File: src/rtl/iomem_rng_pkg.sv
// Shared constants and types for the iomem_rng random-word responder:
// register offsets, STATUS bit positions, default taps and the LFSR step rule.
package iomem_rng_pkg;

    localparam logic [1:0] REG_CTRL   = 2'd0;
    localparam logic [1:0] REG_SEED   = 2'd1;
    localparam logic [1:0] REG_DATA   = 2'd2;
    localparam logic [1:0] REG_STATUS = 2'd3;

    localparam int STAT_EMPTY_BIT     = 8;
    localparam int STAT_FULL_BIT      = 9;
    localparam int STAT_UNDERFLOW_BIT = 16;

    localparam logic [31:0] DEFAULT_TAPS = 32'h8020_0003;
    localparam logic [31:0] LFSR_RESET   = 32'h0000_0001;

    typedef enum logic [1:0] {
        ST_IDLE  = 2'd0,
        ST_ACK   = 2'd1,
        ST_STALL = 2'd2
    } hs_state_t;

    function automatic logic [31:0] lfsr_step(input logic [31:0] v, input logic [31:0] taps);
        return v[0] ? ((v >> 1) ^ taps) : (v >> 1);
    endfunction

endpackage

File: src/rtl/iomem_rng_if.sv
// iomem_* bus bundle between the CPU external I/O port (master) and a target (slave).
interface iomem_rng_if;
    logic        iomem_valid;
    logic        iomem_ready;
    logic [3:0]  iomem_wstrb;
    logic [31:0] iomem_addr;
    logic [31:0] iomem_wdata;
    logic [31:0] iomem_rdata;

    modport master (
        output iomem_valid, iomem_wstrb, iomem_addr, iomem_wdata,
        input  iomem_ready, iomem_rdata
    );

    modport slave (
        input  iomem_valid, iomem_wstrb, iomem_addr, iomem_wdata,
        output iomem_ready, iomem_rdata
    );
endinterface

File: src/rtl/iomem_rng_fifo.sv
// Small synchronous word FIFO with flush; FIFO_DEPTH must be a power of two (2..16).
module iomem_rng_fifo #(
    parameter int FIFO_DEPTH = 4,
    parameter int WIDTH      = 32
) (
    input  logic             clk,
    input  logic             resetn,
    input  logic             push,
    input  logic             pop,
    input  logic             flush,
    input  logic [WIDTH-1:0] din,
    output logic [WIDTH-1:0] dout,
    output logic [4:0]       level,
    output logic             empty,
    output logic             full
);
    localparam int AW = $clog2(FIFO_DEPTH);
    localparam logic [AW:0] DEPTH_C = FIFO_DEPTH[AW:0];

    logic [WIDTH-1:0] mem [FIFO_DEPTH];
    logic [AW-1:0]    wr_ptr, rd_ptr;
    logic [AW:0]      count;
    logic             push_ok, pop_ok;

    assign empty   = (count == '0);
    assign full    = (count == DEPTH_C);
    assign pop_ok  = pop && !empty;
    // A push into a full FIFO is accepted only when a pop frees the slot in the same cycle.
    assign push_ok = push && (!full || pop_ok);
    assign dout    = mem[rd_ptr];
    assign level   = 5'(count);

    always_ff @(posedge clk or negedge resetn) begin
        if (!resetn) begin
            wr_ptr <= '0;
            rd_ptr <= '0;
            count  <= '0;
        end else if (flush) begin
            wr_ptr <= '0;
            rd_ptr <= '0;
            count  <= '0;
        end else begin
            if (push_ok) wr_ptr <= wr_ptr + 1'b1;
            if (pop_ok)  rd_ptr <= rd_ptr + 1'b1;
            unique case ({push_ok, pop_ok})
                2'b10:   count <= count + 1'b1;
                2'b01:   count <= count - 1'b1;
                default: ;
            endcase
        end
    end

    always_ff @(posedge clk) begin
        if (push_ok && !flush) mem[wr_ptr] <= din;
    end

endmodule

File: src/rtl/iomem_rng.sv
// Memory-mapped random-word responder: window decode, CTRL/SEED/DATA/STATUS registers, Galois LFSR, iomem handshake.
// Define IOMEM_RNG_BLOCKING_EN to make DATA reads on an empty FIFO stall instead of returning 0 with underflow.
//
// state    | meaning
// ST_IDLE  | no transaction in flight; a window hit is acknowledged next cycle
// ST_ACK   | iomem_ready high for exactly this cycle
// ST_STALL | blocking DATA read waiting for the FIFO to receive a word
module iomem_rng
    import iomem_rng_pkg::*;
#(
    parameter logic [31:0] BASE_ADDR  = 32'h0300_0000,
    parameter int          FIFO_DEPTH = 4,
    parameter logic [31:0] LFSR_TAPS  = DEFAULT_TAPS
) (
    input logic        clk,
    input logic        resetn,
    iomem_rng_if.slave bus
);
`ifdef IOMEM_RNG_BLOCKING_EN
    localparam bit BLOCKING = 1'b1;
`else
    localparam bit BLOCKING = 1'b0;
`endif

    hs_state_t   state, state_nxt;
    logic        en, underflow;
    logic [31:0] lfsr, lfsr_nxt, lfsr_stepped, lfsr_base, seed_val;
    logic [31:0] rdata_q, rdata_nxt, rd_val, status_word;
    logic [4:0]  step_cnt, step_cnt_nxt, fifo_level;
    logic [31:0] fifo_dout;
    logic        fifo_empty, fifo_full, fifo_push, fifo_pop;
    logic        hit, is_rd, data_rd, do_ack;
    logic        wr_ctrl, wr_seed, flush_req, reseed, step_en;
    logic [1:0]  reg_sel;
    logic        unused_addr_bits;

    assign hit     = bus.iomem_valid && (bus.iomem_addr[31:4] == BASE_ADDR[31:4]);
    assign is_rd   = (bus.iomem_wstrb == 4'b0000);
    assign reg_sel = bus.iomem_addr[3:2];
    assign data_rd = is_rd && (reg_sel == REG_DATA);
    assign unused_addr_bits = &{1'b0, bus.iomem_addr[1:0]};

    always_comb begin
        state_nxt = state;
        do_ack    = 1'b0;
        unique case (state)
            ST_IDLE: begin
                if (hit) begin
                    if (BLOCKING && data_rd && fifo_empty) begin
                        state_nxt = ST_STALL;
                    end else begin
                        state_nxt = ST_ACK;
                        do_ack    = 1'b1;
                    end
                end
            end
            ST_ACK: state_nxt = ST_IDLE;
            ST_STALL: begin
                if (!(hit && data_rd)) begin
                    state_nxt = ST_IDLE;
                end else if (!fifo_empty) begin
                    state_nxt = ST_ACK;
                    do_ack    = 1'b1;
                end
            end
            default: state_nxt = ST_IDLE;
        endcase
    end

    assign wr_ctrl   = do_ack && !is_rd && (reg_sel == REG_CTRL);
    assign wr_seed   = do_ack && !is_rd && (reg_sel == REG_SEED);
    assign flush_req = wr_ctrl && bus.iomem_wstrb[0] && bus.iomem_wdata[1];
    assign reseed    = wr_seed || flush_req;

    always_comb begin
        seed_val = lfsr;
        for (int b = 0; b < 4; b++) begin
            if (bus.iomem_wstrb[b]) seed_val[8*b +: 8] = bus.iomem_wdata[8*b +: 8];
        end
    end

    // The generator freezes while the FIFO is full so no word is ever lost.
    assign step_en      = en && !fifo_full;
    assign lfsr_stepped = lfsr_step(lfsr, LFSR_TAPS);
    assign lfsr_base    = wr_seed ? seed_val : lfsr;
    assign fifo_push    = step_en && (step_cnt == 5'd31) && !reseed;
    assign fifo_pop     = do_ack && data_rd && !fifo_empty;

    always_comb begin
        lfsr_nxt     = lfsr;
        step_cnt_nxt = step_cnt;
        if (reseed) begin
            lfsr_nxt     = (lfsr_base == '0) ? LFSR_RESET : lfsr_base;
            step_cnt_nxt = '0;
        end else if (step_en) begin
            lfsr_nxt     = lfsr_stepped;
            step_cnt_nxt = step_cnt + 1'b1;
        end
    end

    always_comb begin
        status_word                     = '0;
        status_word[4:0]                = fifo_level;
        status_word[STAT_EMPTY_BIT]     = fifo_empty;
        status_word[STAT_FULL_BIT]      = fifo_full;
        status_word[STAT_UNDERFLOW_BIT] = underflow;
    end

    always_comb begin
        rd_val = '0;
        unique case (reg_sel)
            REG_CTRL: rd_val = {31'd0, en};
            REG_SEED: rd_val = lfsr;
            REG_DATA: rd_val = fifo_empty ? '0 : fifo_dout;
            default:  rd_val = status_word;
        endcase
        rdata_nxt = (do_ack && is_rd) ? rd_val : '0;
    end

    always_ff @(posedge clk or negedge resetn) begin
        if (!resetn) begin
            state     <= ST_IDLE;
            rdata_q   <= '0;
            en        <= 1'b0;
            lfsr      <= LFSR_RESET;
            step_cnt  <= '0;
            underflow <= 1'b0;
        end else begin
            state    <= state_nxt;
            rdata_q  <= rdata_nxt;
            lfsr     <= lfsr_nxt;
            step_cnt <= step_cnt_nxt;
            if (wr_ctrl && bus.iomem_wstrb[0]) en <= bus.iomem_wdata[0];
            // STATUS read returns the sticky flag and clears it on the same edge.
            if (do_ack && is_rd && (reg_sel == REG_STATUS)) underflow <= 1'b0;
            else if (do_ack && data_rd && fifo_empty)      underflow <= 1'b1;
        end
    end

    assign bus.iomem_ready = (state == ST_ACK);
    assign bus.iomem_rdata = rdata_q;

    iomem_rng_fifo #(
        .FIFO_DEPTH (FIFO_DEPTH),
        .WIDTH      (32)
    ) u_fifo (
        .clk    (clk),
        .resetn (resetn),
        .push   (fifo_push),
        .pop    (fifo_pop),
        .flush  (reseed),
        .din    (lfsr_stepped),
        .dout   (fifo_dout),
        .level  (fifo_level),
        .empty  (fifo_empty),
        .full   (fifo_full)
    );

endmodule

File: src/flat_wrapper.sv
// flat-port wrapper written by rule: the top's interface ports become plain ports
module iomem_rng_flat import iomem_rng_pkg::*;
#(
    parameter logic [31:0] BASE_ADDR  = 32'h0300_0000,
    parameter int          FIFO_DEPTH = 4,
    parameter logic [31:0] LFSR_TAPS  = DEFAULT_TAPS
)
  (clk, resetn, bus_iomem_valid, bus_iomem_wstrb, bus_iomem_addr, bus_iomem_wdata, bus_iomem_ready, bus_iomem_rdata);
  iomem_rng_if bus_i ();
  input logic clk;
  input logic resetn;
  input wire logic [$bits(bus_i.iomem_valid)-1:0] bus_iomem_valid;
  input wire logic [$bits(bus_i.iomem_wstrb)-1:0] bus_iomem_wstrb;
  input wire logic [$bits(bus_i.iomem_addr)-1:0] bus_iomem_addr;
  input wire logic [$bits(bus_i.iomem_wdata)-1:0] bus_iomem_wdata;
  output wire logic [$bits(bus_i.iomem_ready)-1:0] bus_iomem_ready;
  output wire logic [$bits(bus_i.iomem_rdata)-1:0] bus_iomem_rdata;
  assign bus_i.iomem_valid = bus_iomem_valid;
  assign bus_i.iomem_wstrb = bus_iomem_wstrb;
  assign bus_i.iomem_addr = bus_iomem_addr;
  assign bus_i.iomem_wdata = bus_iomem_wdata;
  assign bus_iomem_ready = bus_i.iomem_ready;
  assign bus_iomem_rdata = bus_i.iomem_rdata;
  iomem_rng #(.BASE_ADDR(BASE_ADDR), .FIFO_DEPTH(FIFO_DEPTH), .LFSR_TAPS(LFSR_TAPS)) u_core (.clk(clk), .resetn(resetn), .bus(bus_i));
endmodule
File: config.mk
export PLATFORM = sky130hd
export DESIGN_NAME = iomem_rng_flat
export DESIGN_NICKNAME = d
export VERILOG_FILES = /design/src/rtl/iomem_rng_pkg.sv /design/src/rtl/iomem_rng_if.sv /design/src/rtl/iomem_rng_fifo.sv /design/src/rtl/iomem_rng.sv /design/src/flat_wrapper.sv
export SDC_FILE = /design/constraint.sdc
export NUM_CORES = 1
export LEC_CHECK = 0
export BUFFER_PORTS_ARGS = -buffer_cell sky130_fd_sc_hd__buf_4
export CAP_MARGIN = 20
export CORE_MARGIN = 2
export CORE_UTILIZATION = 45
export DETAILED_ROUTE_END_ITERATION = 12
export HOLD_SLACK_MARGIN = 0.08
export PLACE_DENSITY = 0.77
export SYNTH_ARGS = -nofsm -noshare
export SYNTH_HDL_FRONTEND = slang
export SYNTH_SLANG_ARGS = --single-unit
File: constraint.sdc
create_clock -name clk -period 2.5 [get_ports clk]
set_input_delay 0.25 -clock clk [delete_from_list [all_inputs] [get_ports clk]]
set_output_delay 0.25 -clock clk [all_outputs]
set_load 0.05 [all_outputs]
==> results of run 1 <==
cell families (layout without fill, tap and decap cells):
group                    count (synthesis)  count (layout)
AO/OA/AOI/OAI                          101             101
XOR/XNOR                                13              13
adder cells (fa/ha/maj)                  8               8
buffers and inverters                   36             193
flip-flops                             207             207
multiplexers                            67              67
AND/OR/NAND/NOR                        128             128
critical path, cell delays in order:
cell and delay [ns]:
dlygate4sd3_1 0.53, buf_4 0.18, nor2b_1 0.26, a22oi_4 0.10, nor4_4 0.38, buf_4 0.20
buf_4 0.23, nand2b_1 0.19, buf_12 0.14, nor2_1 0.06, a211oi_2 0.23
final cells by class:
cell class                 count  area [um2]  area share (%)
timing repair buffer         150        1270            11.4
sequential                   207        5820            52.4
multi-input combinational    317        2940            26.5
inverter                       5        18.8           0.169
tap                          265         332            2.98
clock inverter                14         199            1.79
clock buffer                  24         537            4.83
registers in the layout, indices dropped and copies added (netlist names):
name / cells
u_core.bus.iomem_rdata: 32
u_core.en: 1
u_core.lfsr: 32
u_core.state: 1
u_core.step_cnt: 5
u_core.u_fifo.count: 3
u_core.u_fifo.mem: 128
u_core.u_fifo.rd_ptr: 2
u_core.u_fifo.wr_ptr: 2
u_core.underflow: 1
per-stage QoR:
stage / hold WS, ns / setup TNS [ns] / worst slack, ns / util (%) / total power, mW
finish: 0.112 / 0 / 0.140 / 57.3 / 7.20
global placement: 0.307 / 0 / 0.0210 / 53.1 / 3.89
detailed placement: 0.319 / -0.135 / -0.0472 / 53.1 / 3.90
CTS: 0.0972 / 0 / 0.0192 / 57.3 / 7.24
floorplan: -0.0456 / -0.0747 / -0.0747 / - / 3.74
global route: 0.118 / 0 / 0.00584 / 57.3 / 7.40
worst max path at each step:
stage                                    endpoint  slack, ns  depth (start not counted)
2_1_floorplan  u_core.u_fifo.count[2]$_DFFE_PN0P_      -0.07                         13
3_3_place_gp           u_core.lfsr[0]$_DFFE_PN1P_       0.02                          9
3_5_place_dp           u_core.lfsr[8]$_DFFE_PN0P_      -0.05                          7
4_1_cts                u_core.lfsr[4]$_DFFE_PN0P_       0.02                          9
5_1_grt                u_core.lfsr[9]$_DFFE_PN0P_      0.006                          6
6_report               u_core.lfsr[9]$_DFFE_PN0P_       0.14                         11
cells in the final DEF, fill, tap and decap left out, types with 5 or more instances in the layout:
cell type      instances
o21ai_0                6
dfrtp_1               76
o22ai_1               21
nor2_1                43
xor2_1                 7
nor4_1                 8
dlygate4sd3_1          8
mux2_2                25
o21ba_1                6
a21oi_1               19
bufinv_16              5
buf_12                10
nand3_1                6
ha_1                   6
edfxtp_1             128
buf_4                132
mux2i_1                9
mux4_2                33
xnor2_1                6
clkinv_2               5
nand2_1               21
clkbuf_16             21
a22oi_1                9
a22o_1                26
nor3_1                 8
report_power, final:
part	internal [mW]	total, mW	switching, mW
Combinational	0.126	0.238	0.111
Clock	2.06	3.36	1.29
Sequential	3.60	3.60	0.000000638
repair_timing:
action,4_1_cts,5_1_grt
endpoints found under the setup margin,1,7
hold endpoints to repair,51,0
hold buffers,8,0
resized for setup,1,1
metal layers:
layer	share of wire (%)	global-route usage, %	vias to the layer above
li1	-	-	2487
met1	38	26.8	2910
met2	51	36.4	278
met3	7.5	3.41	53
met4	3.2	7.61	0
met5	0	0	-
==> run metrics, run 1 <==
row count=51; main combinational cell family by area after synthesis=multiplexers; P_leak=4.54 nW; Post-synth EDFFs=128; Die Footprint=20900 um2; Final period util=94.4%; Die Span X=144 um; slew margin rel.=56.7%; Clk pin slew, worst setup/hold paths=0.06 ns; crit path launch=bus_iomem_addr[2]; Worst VDD drop=415 uV; crit path capture type=flop; crit path max fanout=17; Clock Tree Buf Depth=3; startpoint types=input port; hold_sp=bus_iomem_wdata[6]; Overflow after GRT=0; hold endpoint=u_core.lfsr[0]$_DFFE_PN1P_; initial antenna violation count=0; hold depth=4; Root Driver=clkbuf_16; R2R Setup Slk=0.16 ns; vias in the first global route=6039; die height=144 um; cts bufs inserted=21; dpl cells=936; # Max-Cap Violations=0; Clk Latency, worst-skew pair=0.51 ns; Core Region=19400 um2; worst path arrival time=2.76 ns; adder-cell share of the synthesized area=1.21%; DR iter-0 viols=531; status=finished, final reports clean; Post-Synth Simple-Gate Area=8.73%; count leader, synth=edfxtp_1; Layout area overhead=25.4%; H-tree levels=1; global-route wire length before repair=32900 um; YS warnings=0; Vias/cell=5.83; I/O pin count=104; Total GRT Usage=21.0%; post-synthesis mux area share=12.6%; XOR/XNOR Fraction of Synth Area=1.28%; WL/cell=21.7 um; syn_area_per_cell=15.8 um2; DRC errors left=0; Final Hold Viols=0; ant diodes=0; Detailed Place HPWL=14300 um; DRT Pass-1 Iters=5; total number of vias=5728; asr flop ratio synth=38.2%; Reg-to-Reg End=u_core.lfsr[9]$_DFFE_PN0P_; Sink Count=207; min cycle time layout=2.36 ns; share of cells above drive strength 1=37.2%; Syn Std Cell Area=8870 um2; Synth Area in Compound Gates=8.65%; largest net degree at the start of global routing=46; final setup fails=0; RSZ-0062 raised after global routing=false; Final Net Count=781; Port Buf Inserts=101; maximum clock rate=424 MHz; fillers=1482; dominant cell type by area after synthesis=edfxtp_1; clk_skew=0.0167 ns; Worst Max-Slew Pin Slew=0.650 ns; Main synth FF type=edfxtp_1; R2R depth=9; Synth Register Bits=207; PwrDens=647 nW/um2; Max Slew Vio Count=0; WP data required=2.90 ns; GP Congestion=0.832; WS Path Type=input port to flop; Worst R2R Start=u_core.state[0]$_DFFE_PN0P_; non-filler cells in the finished layout=982; Yosys top cell area share=43.3%; sequential-to-total area share from yosys stat=65.6%; CTS tree=done; Post-DRT Antenna Nets=0; syn nets=639; Initial Utilization=45.7%; Gate Count Post-Synth=560; Area contributors post-synth=edfxtp_1 (43%), dfrtp_1 (22%), mux4_2 (8.4%), mux2_2 (3.2%), a22o_1 (2.6%); Setup Buffers After CTS=0; area post-placement=10300 um2; commonest cells in the synthesized netlist=edfxtp_1 (128), dfrtp_1 (78), nor2_1 (44), mux4_2 (33), a22o_1 (26); Hold WC Path Type=input port to flop; design area=11100 um2; final wirelength=21400 um; Synth cell types=58
(Power assumes the default switching activity.)
==> run 2: changes to the inputs <==
==> constraint.sdc (replaced) <==
create_clock -name clk -period 2.5 [get_ports clk]
set_input_delay 0.5 -clock clk [delete_from_list [all_inputs] [get_ports clk]]
set_output_delay 0.5 -clock clk [all_outputs]
set_load 0.05 [all_outputs]
==> run 2 against run 1 <==
  * Sequential share of layout area rose by 0.28 points
  * Maximum frequency rose by 3.1%
  * Core utilization fell by 0.32 points
  * Total power fell by 2.4%
  * Register-to-register slack improved by 0.05 ns
==> run metrics, run 2 (synthesis results as in run 1) <==
slew margin rel.=61.4% (+4.7 points); PnR Total Power=7.03 mW (-2.4%); Sink Count=207 (unchanged); vias in the first global route=5909 (-2.2%); max reg flops=128 (unchanged); global-route wire length before repair=32400 um (-1.4%); total number of vias=5635 (-1.6%); Port Buf Inserts=101 (unchanged); Total GRT Usage=20.6% (-0.44 points); Root Driver=clkbuf_16; Max Slew Vio Count=0 (unchanged); DRC errors left=0 (unchanged); WS Path Type=flop to flop; clk_skew=0.0186 ns (+0.00182 ns); Worst Max-Slew Pin Slew=0.571 ns (-0.0791 ns); PwrDens=635 nW/um2 (-1.8%); Initial Utilization=45.7% (unchanged); initial antenna violation count=0 (unchanged); RSZ-0062 raised after global routing=false; ant diodes=0 (unchanged); share of cells above drive strength 1=37.8% (+0.54 points); highest-count cells in the layout ignoring fill and taps=buf_4 (144), edfxtp_1 (128), dfrtp_1 (77); startpoint types=flop; Final period util=91.5% (-2.9 points); I/O pin count=104 (unchanged); Place WS=-0.201 ns (-0.154 ns); critical-path cell list=ha_1, and3_1, ha_1, nand2_1, nor2_4, inv_2, ha_4, fa_2, xnor2_1, nor2_1, xnor2_1, nor2_1; Largest stage delay, worst path=0.39 ns (-0.14 ns); Clk Latency, worst-skew pair=0.50 ns (about the same); WP data required=2.86 ns (-0.04 ns); Post-DRT Antenna Nets=0 (unchanged); Die Footprint=20900 um2 (unchanged); Worst VDD drop=442 uV (+6.5%); # Max-Cap Violations=0 (unchanged); Layout area overhead=24.7%; final setup fails=0 (unchanged); crit path capture type=flop; status=finished, final reports clean; Setup Buffers After CTS=0 (unchanged); Overflow after GRT=0 (unchanged); CTS tree=done; DR iter-0 viols=440 (-17%); largest net degree at the start of global routing=62 (+35%); row count=51 (unchanged); Final Hold Viols=0 (unchanged); maximum clock rate=437 MHz (+3.1%); Final Net Count=784 (+0.38%); Biggest register=u_core.u_fifo.mem; Detailed Place HPWL=14200 um (-0.75%); Clk pin slew, worst setup/hold paths=0.06 ns (about the same); GP Congestion=0.848 (+1.9%); Die Span X=144 um (unchanged); most common cell after layout, fill and taps aside=buf_4; DRT Pass-1 Iters=5 (unchanged); min cycle time layout=2.29 ns (-0.0718 ns); WL/cell=21.3 um (-2.0%); Reg-to-Reg End=u_core.u_fifo.count[2]$_DFFE_PN0P_; hold_sp=bus_iomem_wdata[14]; R2R Setup Slk=0.21 ns (+0.05 ns); Max stage delay cell, worst path=dfrtp_1; PnR worst setup slack=0.212 ns (+0.0718 ns); hold endpoint=u_core.lfsr[14]$_DFFE_PN0P_; worst path arrival time=2.65 ns (-0.11 ns); die height=144 um (unchanged); Worst R2R Start=u_core.step_cnt[0]$_DFFE_PN0P_; H-tree levels=1 (unchanged); crit path max fanout=3 (-14); final wirelength=21000 um (-1.7%); Vias/cell=5.72 (-1.9%); Core Region=19400 um2 (unchanged); Clock Tree Buf Depth=3 (unchanged); Fin Setup TNS=0 ns (unchanged); Hold WC Path Type=input port to flop; cts bufs inserted=21 (unchanged); hold depth=3 (-1); P_leak=4.53 nW (-0.25%); R2R depth=12 (+3)
## run 2: worst max path at each step
| stage | from | to | slack (ns) |
|---|---|---|---|
| 2_1_floorplan | bus_iomem_wstrb[1] | u_core.u_fifo.count[2]$_DFFE_PN0P_ | -0.32 |
| 3_3_place_gp | bus_iomem_wstrb[1] | u_core.u_fifo.count[2]$_DFFE_PN0P_ | -0.22 |
| 3_5_place_dp | bus_iomem_wstrb[1] | u_core.u_fifo.count[2]$_DFFE_PN0P_ | -0.20 |
| 4_1_cts | u_core.state[0]$_DFFE_PN0P_ | u_core.lfsr[6]$_DFFE_PN0P_ | 0.21 |
| 5_1_grt | u_core.step_cnt[0]$_DFFE_PN0P_ | u_core.u_fifo.count[2]$_DFFE_PN0P_ | 0.07 |
| 6_report | u_core.step_cnt[0]$_DFFE_PN0P_ | u_core.u_fifo.count[2]$_DFFE_PN0P_ | 0.21 |
## run 2: area by class of cell
type / count / area (um2)
fillers: 1497 / 8340
flip-flops and latches: 207 / 5820
multi-input cells: 317 / 2930
repair buffers: 153 / 1250
clock buffers: 28 / 582
well taps: 265 / 332
clock inverters: 10 / 126
inverters: 5 / 18.8
## run 2: critical path: cells and delay by family (launching register included)
family        cells  cell delay [ns]
buf+inv           1             0.05
flops             1             0.39
xor+xnor          2             0.33
fa+ha+maj         4             0.82
simple gates      5             0.56
## run 2: stage by stage
stage          area [um2]  cells  util (%)  hold WS, ns
2_1_floorplan        8920    560         -        0.204
3_3_place_gp        10300    946      53.3        0.399
3_5_place_dp        10300    946      53.3        0.402
4_1_cts             11100    985      57.0        0.241
5_1_grt             11100    985      57.0        0.243
6_report            11100    985      57.0        0.257
## run 2: power breakdown
part	internal (mW)	leakage, nW	switching (mW)
combinational	0.121	1.82	0.107
sequential	3.60	2.37	0.000000638
clock	1.94	0.342	1.25
total	5.67	4.53	1.36
## run 2: routing by layer
| layer | vias to the layer above | wire, um | global-route usage (%) | share of wire [%] |
|---|---|---|---|---|
| met5 | - | 0 | 0 | 0 |
| met4 | 0 | 512 | 5.77 | 2.4 |
| met3 | 37 | 1750 | 3.48 | 8.4 |
| met2 | 292 | 10500 | 35.5 | 50 |
| met1 | 2814 | 8210 | 27.0 | 39 |
| li1 | 2492 | - | - | - |
## run 2: repair_timing
item / CTS / global route
gates resized for setup: 0 / 0
hold buffers: 1 / 0
hold endpoints to repair: 18 / 0
